<file path="src/rtl/muldiv_unit.sv">
// Iterative RV32M multiply/divide unit: 32-step shift-add / restoring divide,
// sign fix-up, then a single-cycle register-file write-back.
module muldiv_unit #(
  parameter int XLEN = 32
) (
  input  logic            clk,
  input  logic            rst,
  input  logic            start,
  input  logic [2:0]      funct3,
  input  logic [4:0]      rd_addr,
  input  logic [XLEN-1:0] op_a,
  input  logic [XLEN-1:0] op_b,
  output logic            busy,
  output logic            done,
  output logic            wb_we,
  output logic [4:0]      wb_addr,
  output logic [XLEN-1:0] wb_data
);

  typedef enum logic [1:0] {S_IDLE, S_CALC, S_FIX, S_DONE} state_t;

  state_t              state;
  logic [5:0]          cnt;
  logic [2:0]          f3_q;
  logic [4:0]          rd_q;
  logic [XLEN-1:0]     ma, mb;
  logic [2*XLEN-1:0]   acc;
  logic                neg_q, neg_rem_q, special_q;

  // operand decode (IDLE only)
  logic                a_signed, b_signed, sa, sb, is_div, div_zero, div_ovf;
  logic [XLEN-1:0]     mag_a, mag_b, spec_val;

  // iteration datapath
  logic [XLEN:0]       mul_sum;
  logic [XLEN:0]       div_r;
  logic [XLEN+1:0]     div_diff;
  logic                div_ge;

  // fix-up datapath
  logic [2*XLEN-1:0]   prod;
  logic [XLEN-1:0]     quo, rem, result;

  always_comb begin
    a_signed = 1'b0;
    b_signed = 1'b0;
    case (funct3)
      3'b001, 3'b100, 3'b110: begin a_signed = 1'b1; b_signed = 1'b1; end
      3'b010:                 a_signed = 1'b1;
      default: ;
    endcase
    sa       = a_signed & op_a[XLEN-1];
    sb       = b_signed & op_b[XLEN-1];
    mag_a    = sa ? -op_a : op_a;
    mag_b    = sb ? -op_b : op_b;
    is_div   = funct3[2];
    div_zero = is_div && (op_b == '0);
    div_ovf  = is_div && !funct3[0] && (op_a == {1'b1, {(XLEN-1){1'b0}}}) && (op_b == '1);
    spec_val = '0;
    if (div_zero)
      spec_val = funct3[1] ? op_a : '1;
    else if (div_ovf)
      spec_val = funct3[1] ? '0 : {1'b1, {(XLEN-1){1'b0}}};
  end

  // Multiply keeps the multiplier in acc[low] and accumulates ma into acc[high];
  // divide keeps the dividend/quotient in acc[low] and the partial remainder in acc[high].
  always_comb begin
    mul_sum  = {1'b0, acc[2*XLEN-1:XLEN]} + (acc[0] ? {1'b0, ma} : '0);
    div_r    = {acc[2*XLEN-1:XLEN], acc[XLEN-1]};
    div_diff = {1'b0, div_r} - {2'b00, mb};
    div_ge   = ~div_diff[XLEN+1];
  end

  always_comb begin
    prod = neg_q ? -acc : acc;
    quo  = neg_q ? -acc[XLEN-1:0] : acc[XLEN-1:0];
    rem  = neg_rem_q ? -acc[2*XLEN-1:XLEN] : acc[2*XLEN-1:XLEN];
    case (f3_q)
      3'b000:                 result = prod[XLEN-1:0];
      3'b001, 3'b010, 3'b011: result = prod[2*XLEN-1:XLEN];
      3'b100, 3'b101:         result = quo;
      default:                result = rem;
    endcase
    if (special_q)
      result = acc[XLEN-1:0];
  end

  always_ff @(posedge clk or posedge rst) begin
    if (rst) begin
      state     <= S_IDLE;
      cnt       <= '0;
      f3_q      <= '0;
      rd_q      <= '0;
      ma        <= '0;
      mb        <= '0;
      acc       <= '0;
      neg_q     <= 1'b0;
      neg_rem_q <= 1'b0;
      special_q <= 1'b0;
      busy      <= 1'b0;
      done      <= 1'b0;
      wb_we     <= 1'b0;
      wb_addr   <= '0;
      wb_data   <= '0;
    end else begin
      case (state)
        S_IDLE: begin
          if (start) begin
            f3_q      <= funct3;
            rd_q      <= rd_addr;
            ma        <= mag_a;
            mb        <= mag_b;
            neg_q     <= sa ^ sb;
            neg_rem_q <= sa;
            busy      <= 1'b1;
            cnt       <= '0;
            if (div_zero || div_ovf) begin
              // special result parked in acc so FIX writes it back unchanged
              special_q <= 1'b1;
              acc       <= {{XLEN{1'b0}}, spec_val};
              state     <= S_FIX;
            end else begin
              special_q <= 1'b0;
              acc       <= {{XLEN{1'b0}}, (is_div ? mag_a : mag_b)};
              state     <= S_CALC;
            end
          end
        end
        S_CALC: begin
          if (cnt == 6'd32) begin
            cnt   <= '0;
            state <= S_FIX;
          end else begin
            cnt <= cnt + 6'd1;
            if (f3_q[2])
              acc <= {(div_ge ? div_diff[XLEN-1:0] : div_r[XLEN-1:0]),
                      acc[XLEN-2:0], div_ge};
            else
              acc <= {mul_sum, acc[XLEN-1:1]};
          end
        end
        S_FIX: begin
          wb_data <= result;
          wb_addr <= rd_q;
          wb_we   <= (rd_q != 5'd0);
          done    <= 1'b1;
          state   <= S_DONE;
        end
        default: begin
          done  <= 1'b0;
          wb_we <= 1'b0;
          busy  <= 1'b0;
          state <= S_IDLE;
        end
      endcase
    end
  end

endmodule

</file>
<file path="config.mk">
export PLATFORM = sky130hd
export DESIGN_NAME = muldiv_unit
export DESIGN_NICKNAME = d
export VERILOG_FILES = /design/src/rtl/muldiv_unit.sv
export SDC_FILE = /design/constraint.sdc
export NUM_CORES = 1
export LEC_CHECK = 0
export BUFFER_PORTS_ARGS = -buffer_cell sky130_fd_sc_hd__buf_4
export CAP_MARGIN = 20
export CORE_MARGIN = 5
export CORE_UTILIZATION = 45
export DETAILED_ROUTE_END_ITERATION = 8
export SLEW_MARGIN = 20
export SYNTH_ARGS = -nofsm -noshare
export SYNTH_HDL_FRONTEND = slang
export SYNTH_SLANG_ARGS = --single-unit
</file>
<file path="constraint.sdc">
create_clock -name clk -period 5.85 [get_ports clk]
set_input_delay 0.2925 -clock clk [delete_from_list [all_inputs] [get_ports clk]]
set_output_delay 0.2925 -clock clk [all_outputs]
set_load 0.01 [all_outputs]
</file>
==> results.md, run 1 <==
* Status: finished clean
* Tot GR Track Use at 29.7%
* Max Clk Rate at 234 MHz
* Async set-or-reset flop fraction in the synthesized netlist at 100%
* Area grow syn2layout at 9.69%
* GRT Residual Overflow at 0
* Period utilisation layout at 73.1%
* Total power at 0.0108 W
* Ys flop type: dfrtp_1
* CP bufs+invs at 1
* DP Wirelength at 47200 um
* DR vias at 16300
* I/O Pins at roughly 120
* Synthesized instance count at 2106
* Cell mode on critical path: a21oi_1
* Pwr per Cell Area at 598 mW/mm^2
* Synthesized Nets at between 2000 and 2500
* Register area share after synthesis at approximately 28%
* Core footprint at 0.0363 mm^2
* Cts repair resizes at 0
* Clock skew at 0.0122 ns
* Largest net degree at the start of global routing at between 100 and 150
* First-pass GRT wire length at 93700 um
* Setup TNS at 0 ns
* Initial core utilization at 45.2%
* Post-synth EDFFs at 0
* Max-slew headroom at 29.8%
* Vias in the first global route at 15400
* Post-DR vias/cell at 6.26
* Die Y at roughly 200 um
* Worst EP required at 6.16 ns
* Worst skew pair latency at 0.46 ns
* HP Class: input pin to flip-flop
* Routability cong. at between 0.9 and 1
* Seq cells post-synth at 187
* Nets at 2267
* Minimum clock period at 4.27 ns
* Number of antenna diodes at 0
* Fin. Hold Viols at 0
* I/O Buffers at 114
* Die Span X at 201 um
* Final ANT Viol Nets at 0
* # setup viols final at 0
* Syn Area/Cell at 7.80 um^2
* Crit-path max FO at 37
* CP Capture Type: flip-flop
* Max-cap violations at 0
* Router iterations before antenna repair at 6
* CTS max path bufs at 2
* CP max stage cell: dfrtp_1
* Routed len/inst at between 20 and 25 um
* Die area at 0.0404 mm^2
* DRC at 0
* Setup CP Type: flip-flop to flip-flop
* P_leak at 7.77 nW
* Critical path arrival at ~4.6 ns
* Crit-path cells: and2_1 -> ha_1 -> inv_1 -> fa_1 -> nand2b_1 -> a21oi_1 -> o21ai_0 -> o21ai_0 -> a21oi_1 -> a311oi_1 -> a21oi_1 -> xor2_1 -> o221ai_1
* Startpoint types: flip-flop
* Final hold slack at approximately 0.027 ns
* Fraction of layout cells with a size suffix above 1 at 9.68%
* Max incr delay on CP at 0.98 ns
* Clock Tree Root: clkbuf_16
* Worst setup margin at 1.58 ns
* Worst slew pin tran at 1.05 ns
* Core Util, Final at 49.6%
* Total wire length at just over 60000 um
* CTS tree: done
* Clk sinks at 187
* Core Rows at 70
* Count of cell types in the netlist at 83
* Num CTS Buffers at 17
* Clock transition at the registers of the reported paths at 0.08 ns
* Initial DRC Count at roughly 1700
* Pre-CTS setup slack at 1.68 ns
* Cell Area, Synth at 0.0164 mm^2
* Initial antenna violation count at 0
* Final max-slew violation count at 0
* Htree depth at 4
* RSZ-0062 raised after global routing: no
* Synth warn at 0
* Maximum VDD drop at 0.000293 V
* Largest delay contributor family on the critical path: compound AO/OA/AOI/OAI gates
flip-flops by register name, indices dropped and copies added, names as in the netlist:
name	flops
wb_data	32
neg_rem_q	1
acc	64
special_q	1
wb_addr	5
rd_q	5
f3_q	3
ma	32
done	1
neg_q	1
cnt	6
wb_we	1
busy	1
mb	32
state	2
timing repair:
action,in CTS,in global routing
hold buffers,1,0
endpoints found under the hold margin,63,0
buffers inserted,0,0
layer usage:
layer | share of wire [%] | wire, um | global-route usage, %
met1 | 45 | 28000 | 42.6
met2 | 45 | 27500 | 46.2
met3 | 7.4 | 4560 | 5.38
met4 | 2.6 | 1590 | 7.92
met5 | 0 | 0 | 0
path summary, 6_finish.rpt:
path,endpoint,slack (ns),cells after the start,startpoint
worst max-delay path,acc[61],1.58,13,acc[0]
worst min-delay path,rd_q[4],0.03,3,rd_addr[4]
worst max register to register,acc[61],1.58,13,acc[0]
worst min register to register,ma[31],0.47,2,ma[31]
max in group asynchronous,ma[22],4.12,4,rst
min in group asynchronous,wb_data[12],0.43,3,rst
through the flow:
| stage | area (um^2) | instances |
|---|---|---|
| 5_1_grt | 18000 | 2596 |
| 3_5_place_dp | 17500 | 2563 |
| 2_1_floorplan | 16400 | 2106 |
| 6_report | 18000 | 2596 |
| 3_3_place_gp | 17500 | 2563 |
| 4_1_cts | 18000 | 2596 |
placed cells by master (no fill, tap or decap), drive strengths merged, types with 10 or more instances in the layout:
master	synthesis	routed
nand2	279	279
o21ai	230	230
dfrtp	187	187
a21oi	152	152
nor2	143	143
buf	25	137
xnor2	114	114
xor2	87	87
inv	76	83
ha	75	75
mux2i	61	61
nor3	44	44
o221ai	38	38
and2	38	38
o31ai	36	36
a21o	33	33
or3	29	29
nand3	23	23
nand4	23	23
nor4	21	21
a211oi	20	20
nand3b	18	18
clkbuf	123	18
o211ai	17	17
nand2b	16	16
nor2b	16	16
a22oi	15	15
or4	15	15
a221oi	14	14
a31oi	14	14
o21a	14	14
mux2	12	12
o41ai	10	10
worst min-delay path: stages:
cell	delay, ns
buf_4	0.08
nand2_1	0.04
nand2_1	0.05
layout make-up:
class | instances | area [um^2]
Fill cell | 3575 | 18300
Timing Repair Buffer | 138 | 1040
Multi-Input combinational cell | 1693 | 10900
Sequential cell | 187 | 4680
Clock buffer | 18 | 429
Tap cell | 468 | 586
Clock inverter | 14 | 113
Inverter | 78 | 300
synth_stat cells (4+ instances only):
library cell,n,area share [%]
nand2_1,278,6.4
o21ai_0,221,6.7
dfrtp_1,187,28
a21oi_1,152,4.6
nor2_1,143,3.3
clkbuf_1,123,2.8
xnor2_1,114,6.1
xor2_1,87,4.6
ha_1,75,5.7
inv_1,75,1.7
mux2i_1,61,3.7
nor3_1,43,1.3
o221ai_1,38,2.0
and2_1,37,1.4
o31ai_1,35,1.6
a21o_1,33,1.5
or3_1,29,1.1
nand3_1,23,0.70
nand4_1,22,0.84
a211oi_1,20,0.91
nor4_1,19,0.72
nand3b_1,18,0.82
o211ai_1,17,0.78
nand2b_1,16,0.61
nor2b_1,16,0.61
a22oi_1,15,0.69
a221oi_1,14,0.75
a31oi_1,14,0.53
o21a_1,14,0.64
or4_1,14,0.64
mux2_2,12,0.82
buf_2,11,0.34
buf_1,10,0.23
o21ai_1,9,0.27
o22ai_1,9,0.34
o41ai_1,8,0.43
a221o_1,7,0.43
a311oi_1,7,0.37
and3_1,6,0.23
o21bai_1,5,0.23
a22o_1,4,0.21
buf_6,4,0.27
cell families after synthesis:
logic type	Yosys count	synth area share, %
compound gates	649	24.7
xor+xnor	201	10.7
buf+inv	226	5.43
flops	187	28.5
fa+ha+maj	77	5.95
mux	73	4.54
simple gates	693	20.2
power breakdown:
group | internal [W] | switching, W
logic | 0.00264 | 0.00419
registers | 0.00186 | 0.000940
clock network | 0.000555 | 0.000582
Note: power is estimated with default switching activity, not from simulation.
==> inputs of run 2 (changes only) <==
Settings changed: ABC_AREA from default to 1.
Clock period 5.85 ns to 3.61 ns, I/O delays scaled along.
==> run 2 against run 1 <==
  * Total power is 91% higher
  * Via count is 44% higher
  * Critical endpoint is now acc[44]
  * Critical path depth is 2 lower
  * Cell count is 55% higher
  * Synthesized cell count is 60% higher
  * Combinational power is 110% higher
  * Maximum frequency is 36% higher
  * Clock skew is 0.014 ns higher
==> results.md, run 2 <==
* Seq cells post-synth at 187 (unchanged)
* Critical path arrival at 3.49 ns (-1.10 ns)
* Post-synthesis mux area share at 0% (-4.5 points)
* Post-synth top area share at 23.9% (-4.6 points)
* Largest net degree at the start of global routing at 102 (-6.4%)
* Area leader, netlist: dfrtp_1
* Worst skew pair latency at 0.50 ns (+0.04 ns)
* RSZ-0062 raised after global routing: no
* Total wire length at 86300 um (+40%)
* Clk sinks at 187 (unchanged)
* Register-to-Register Path Depth at 11 (-2)
* Die area at 0.0477 mm^2 (+18%)
* Area grow syn2layout at 11.5%
* Routed len/inst at 21.4 um (-9.9%)
* Status: finished clean
* Startpoint of the lowest-slack hold path: op_a[28]
* Routability cong. at 1.05 (+6.7%)
* First-pass GRT wire length at 130000 um (+39%)
* Htree depth at 4 (unchanged)
* Startpoint types: flip-flop
* HP Class: input pin to flip-flop
* Initial DRC Count at 3017 (+83%)
* Switching share of total power at 59.0% (+6.0 points)
* CP Capture Type: flip-flop
* Top-count cell post-synth: nand2_1
* DR vias at 23500 (+44%)
* DP Wirelength at 68600 um (+45%)
* Post-Synth Simple-Gate Area at 42.4% (+22 points)
* Clock Tree Root: clkbuf_16
* Router iterations before antenna repair at 7 (+1)
* GRT Residual Overflow at 0 (unchanged)
* Ys flop type: dfrtp_1
* Post-synth EDFFs at 0 (unchanged)
* Clock skew at 0.0262 ns (+0.0139 ns)
* P_leak at 11.0 nW (+42%)
* Cts repair resizes at 0 (unchanged)
* Num CTS Buffers at 17 (unchanged)
* Worst slew pin tran at 0.852 ns (-0.202 ns)
* Post-synthesis adder-cell area fraction at 5.00% (-0.95 points)
* Die Y at 218 um (+8.6%)
* Most frequent cells after synthesis: 1036 x nand2_1, 448 x nor2_1, 370 x inv_1, 284 x nand3_1, 238 x a21oi_1
* Post-CTS Setup Bufs at 0 (unchanged)
* Crit-path max FO at 38 (+2.7%)
* Clock transition at the registers of the reported paths at 0.08 ns (about the same)
* Synth Area in XOR/XNOR at 2.82% (-7.9 points)
* Largest register FFs at 64 (unchanged)
* Setup TNS at 0 ns (unchanged)
* Register area share after synthesis at 23.9% (-4.6 points)
* Seq pwr share at 20.6% (-5.4 points)
* Hold worst-path end: ma[28]
* Async set-or-reset flop fraction in the synthesized netlist at 100% (unchanged)
* Synth top area cells: dfrtp_1 24%, nand2_1 20%, nor2_1 8.6%, nand3_1 7.3%, inv_1 7.1%
* Cell internal pwr at 0.00844 W (+67%)
* Core footprint at 0.0431 mm^2 (+19%)
* Worst EP required at 3.95 ns (-2.21 ns)
* Crit-path cells: ha_1 -> a21oi_1 -> o21ai_0 -> a21oi_1 -> nand3_2 -> nand2_2 -> nand2_4 -> nor2_4 -> nand2_1 -> nand3_1 -> o21ai_0
* Final max-slew violation count at 0 (unchanged)
* Commonest non-fill, non-tap cell in the layout: nand2_1
* Synthesized instance count at 3360 (+60%)
* FF-to-FF Start: acc[47]
* # setup viols final at 0 (unchanged)
* Die Span X at 218 um (+8.6%)
* DP Area at 0.0209 mm^2 (+20%)
* Max Clk Rate at 318 MHz (+36%)
* Final ANT Viol Nets at 0 (unchanged)
* I/O Pins at 115 (unchanged)
* Nets at 3586 (+58%)
* Number of antenna diodes at 0 (unchanged)
* Clock power share at 10.3% (-0.3 points)
* I/O Buffers at 114 (unchanged)
* Count of cell types in the netlist at 49 (-41%)
* Max-slew headroom at 42.6% (+13 points)
* Complex-gate fraction of the synthesized area at 15.6% (-9.1 points)
* Synthesized Nets at 3512 (+56%)
* Minimum clock period at 3.14 ns (-1.13 ns)
* Synth warn at 0 (unchanged)
* DRC at 0 (unchanged)
* Max incr delay on CP at 0.64 ns (-0.34 ns)
* Initial core utilization at 45.4% (+0.19 points)
* Setup CP Type: flip-flop to flip-flop
* Worst R2R End: acc[44]
* Initial antenna violation count at 0 (unchanged)
* Hold path cells at 3 (unchanged)
* Core Rows at 76 (+8.6%)
* CP max stage cell: dfrtp_1
* Vias in the first global route at 21500 (+40%)
* Post-DR vias/cell at 5.82 (-7.0%)
* Tot GR Track Use at 35.5% (+5.9 points)
* Syn Area/Cell at 5.82 um^2 (-25%)
* Comb pwr share at 69.2% (+5.8 points)
* Switch Pwr at 0.0121 W (+110%)
* Fraction of layout cells with a size suffix above 1 at 8.12% (-1.6 points)
* Maximum VDD drop at 0.000843 V (+190%)
* Post-route cell area at 0.0218 mm^2 (+21%)
* Period utilisation layout at 87.1% (+14 points)
* Largest reg by FF count: acc
* Max-cap violations at 0 (unchanged)
* Fin. Hold Viols at 0 (unchanged)
* Reg2Reg Setup Slack at 0.47 ns (-1.11 ns)
* CTS tree: done
* CTS max path bufs at 2 (unchanged)
* Largest family of logic cells by synthesized area: simple AND/OR/NAND/NOR gates
* Pwr per Cell Area at 944 mW/mm^2 (+58%)
* Most frequent cells in the layout: 1036 x nand2_1, 447 x nor2_1, 368 x inv_1, 284 x nand3_1, 237 x a21oi_1
* Cell Area, Synth at 0.0196 mm^2 (+19%)
[run 2: cell count changes after synthesis, sizes merged, moves of 38 or more]
cell / delta
a21oi: +99
clkbuf: -56
inv: +302
mux2i: -61
nand2: +767
nand3: +278
nor2: +338
o221ai: -38
xnor2: -102
[run 2: repair_timing]
item | 4_1_cts | 5_1_grt
hold endpoints to repair | 207 | 0
setup endpoints to repair | 0 | 0
hold buffers | 21 | 0
[run 2: area by class of cell]
cell class / count / area [um^2]
clock buffers: 17 / 425
fillers: 4624 / 21300
multi-input cells: 2670 / 12900
inverters: 382 / 1440
flip-flops and latches: 187 / 4680
clock inverters: 15 / 238
well taps: 585 / 732
repair buffers: 176 / 1410
[run 2: kinds of logic (layout without fill, tap and decap cells)]
kind of cell,Yosys count,after routing
AO/OA/AOI/OAI,570,570
XOR/XNOR,63,63
adder cells (fa/ha/maj),77,77
buffers and inverters,503,590
flip-flops,187,187
AND/OR/NAND/NOR,1960,1960
[run 2: worst max-delay path by stage]
| stage | start | to | slack [ns] |
|---|---|---|---|
| 3_5_place_dp | acc[47] | acc[44] | 0.53 |
| 3_3_place_gp | acc[47] | acc[36] | 0.53 |
| 5_1_grt | acc[0] | acc[61] | 0.25 |
| 6_report | acc[47] | acc[44] | 0.47 |
| 4_1_cts | acc[47] | acc[44] | 0.51 |
| 2_1_floorplan | acc[0] | acc[61] | 0.99 |
[run 2: power by group through the flow]
| stage | clock (W) | combinational (W) | sequential (W) |
|---|---|---|---|
| 5_1_grt | 0.00225 | 0.0156 | 0.00432 |
| 2_1_floorplan | 0 | 0.00941 | 0.00380 |
| 4_1_cts | 0.00215 | 0.0139 | 0.00418 |
| 6_report | 0.00212 | 0.0142 | 0.00423 |
| 3_3_place_gp | 0 | 0.0137 | 0.00419 |
| 3_5_place_dp | 0 | 0.0138 | 0.00422 |
[run 2: worst max-delay path, delay by kind of cell, from the launching register on]
| kind | cells | cell delay (ns) |
|---|---|---|
| AND/OR/NAND/NOR | 6 | 1.21 |
| AO/OA/AOI/OAI | 4 | 0.77 |
| flip-flops | 1 | 0.64 |
| adder cells (fa/ha/maj) | 1 | 0.37 |
[run 2: through the flow]
stage | setup slack [ns] | hold WS, ns | utilization [%] | instances | total power [W]
floorplan | 0.986 | 0.290 | - | 3360 | 0.0132
global placement | 0.532 | 0.381 | 48.6 | 3979 | 0.0179
detailed placement | 0.526 | 0.384 | 48.6 | 3979 | 0.0180
CTS | 0.514 | 0.00277 | 50.6 | 4032 | 0.0202
global route | 0.252 | 0.0388 | 50.6 | 4032 | 0.0222
finish | 0.465 | 0.0327 | 50.6 | 4032 | 0.0206
[run 2: routing by layer]
layer / vias up / GRT usage (%) / routed length [um]
met5: - / 0 / 0
met4: 0 / 15.2 / 4170
met3: 193 / 8.57 / 9680
met2: 1317 / 50.9 / 35500
met1: 10900 / 50.9 / 37000
li1: 11000 / - / -
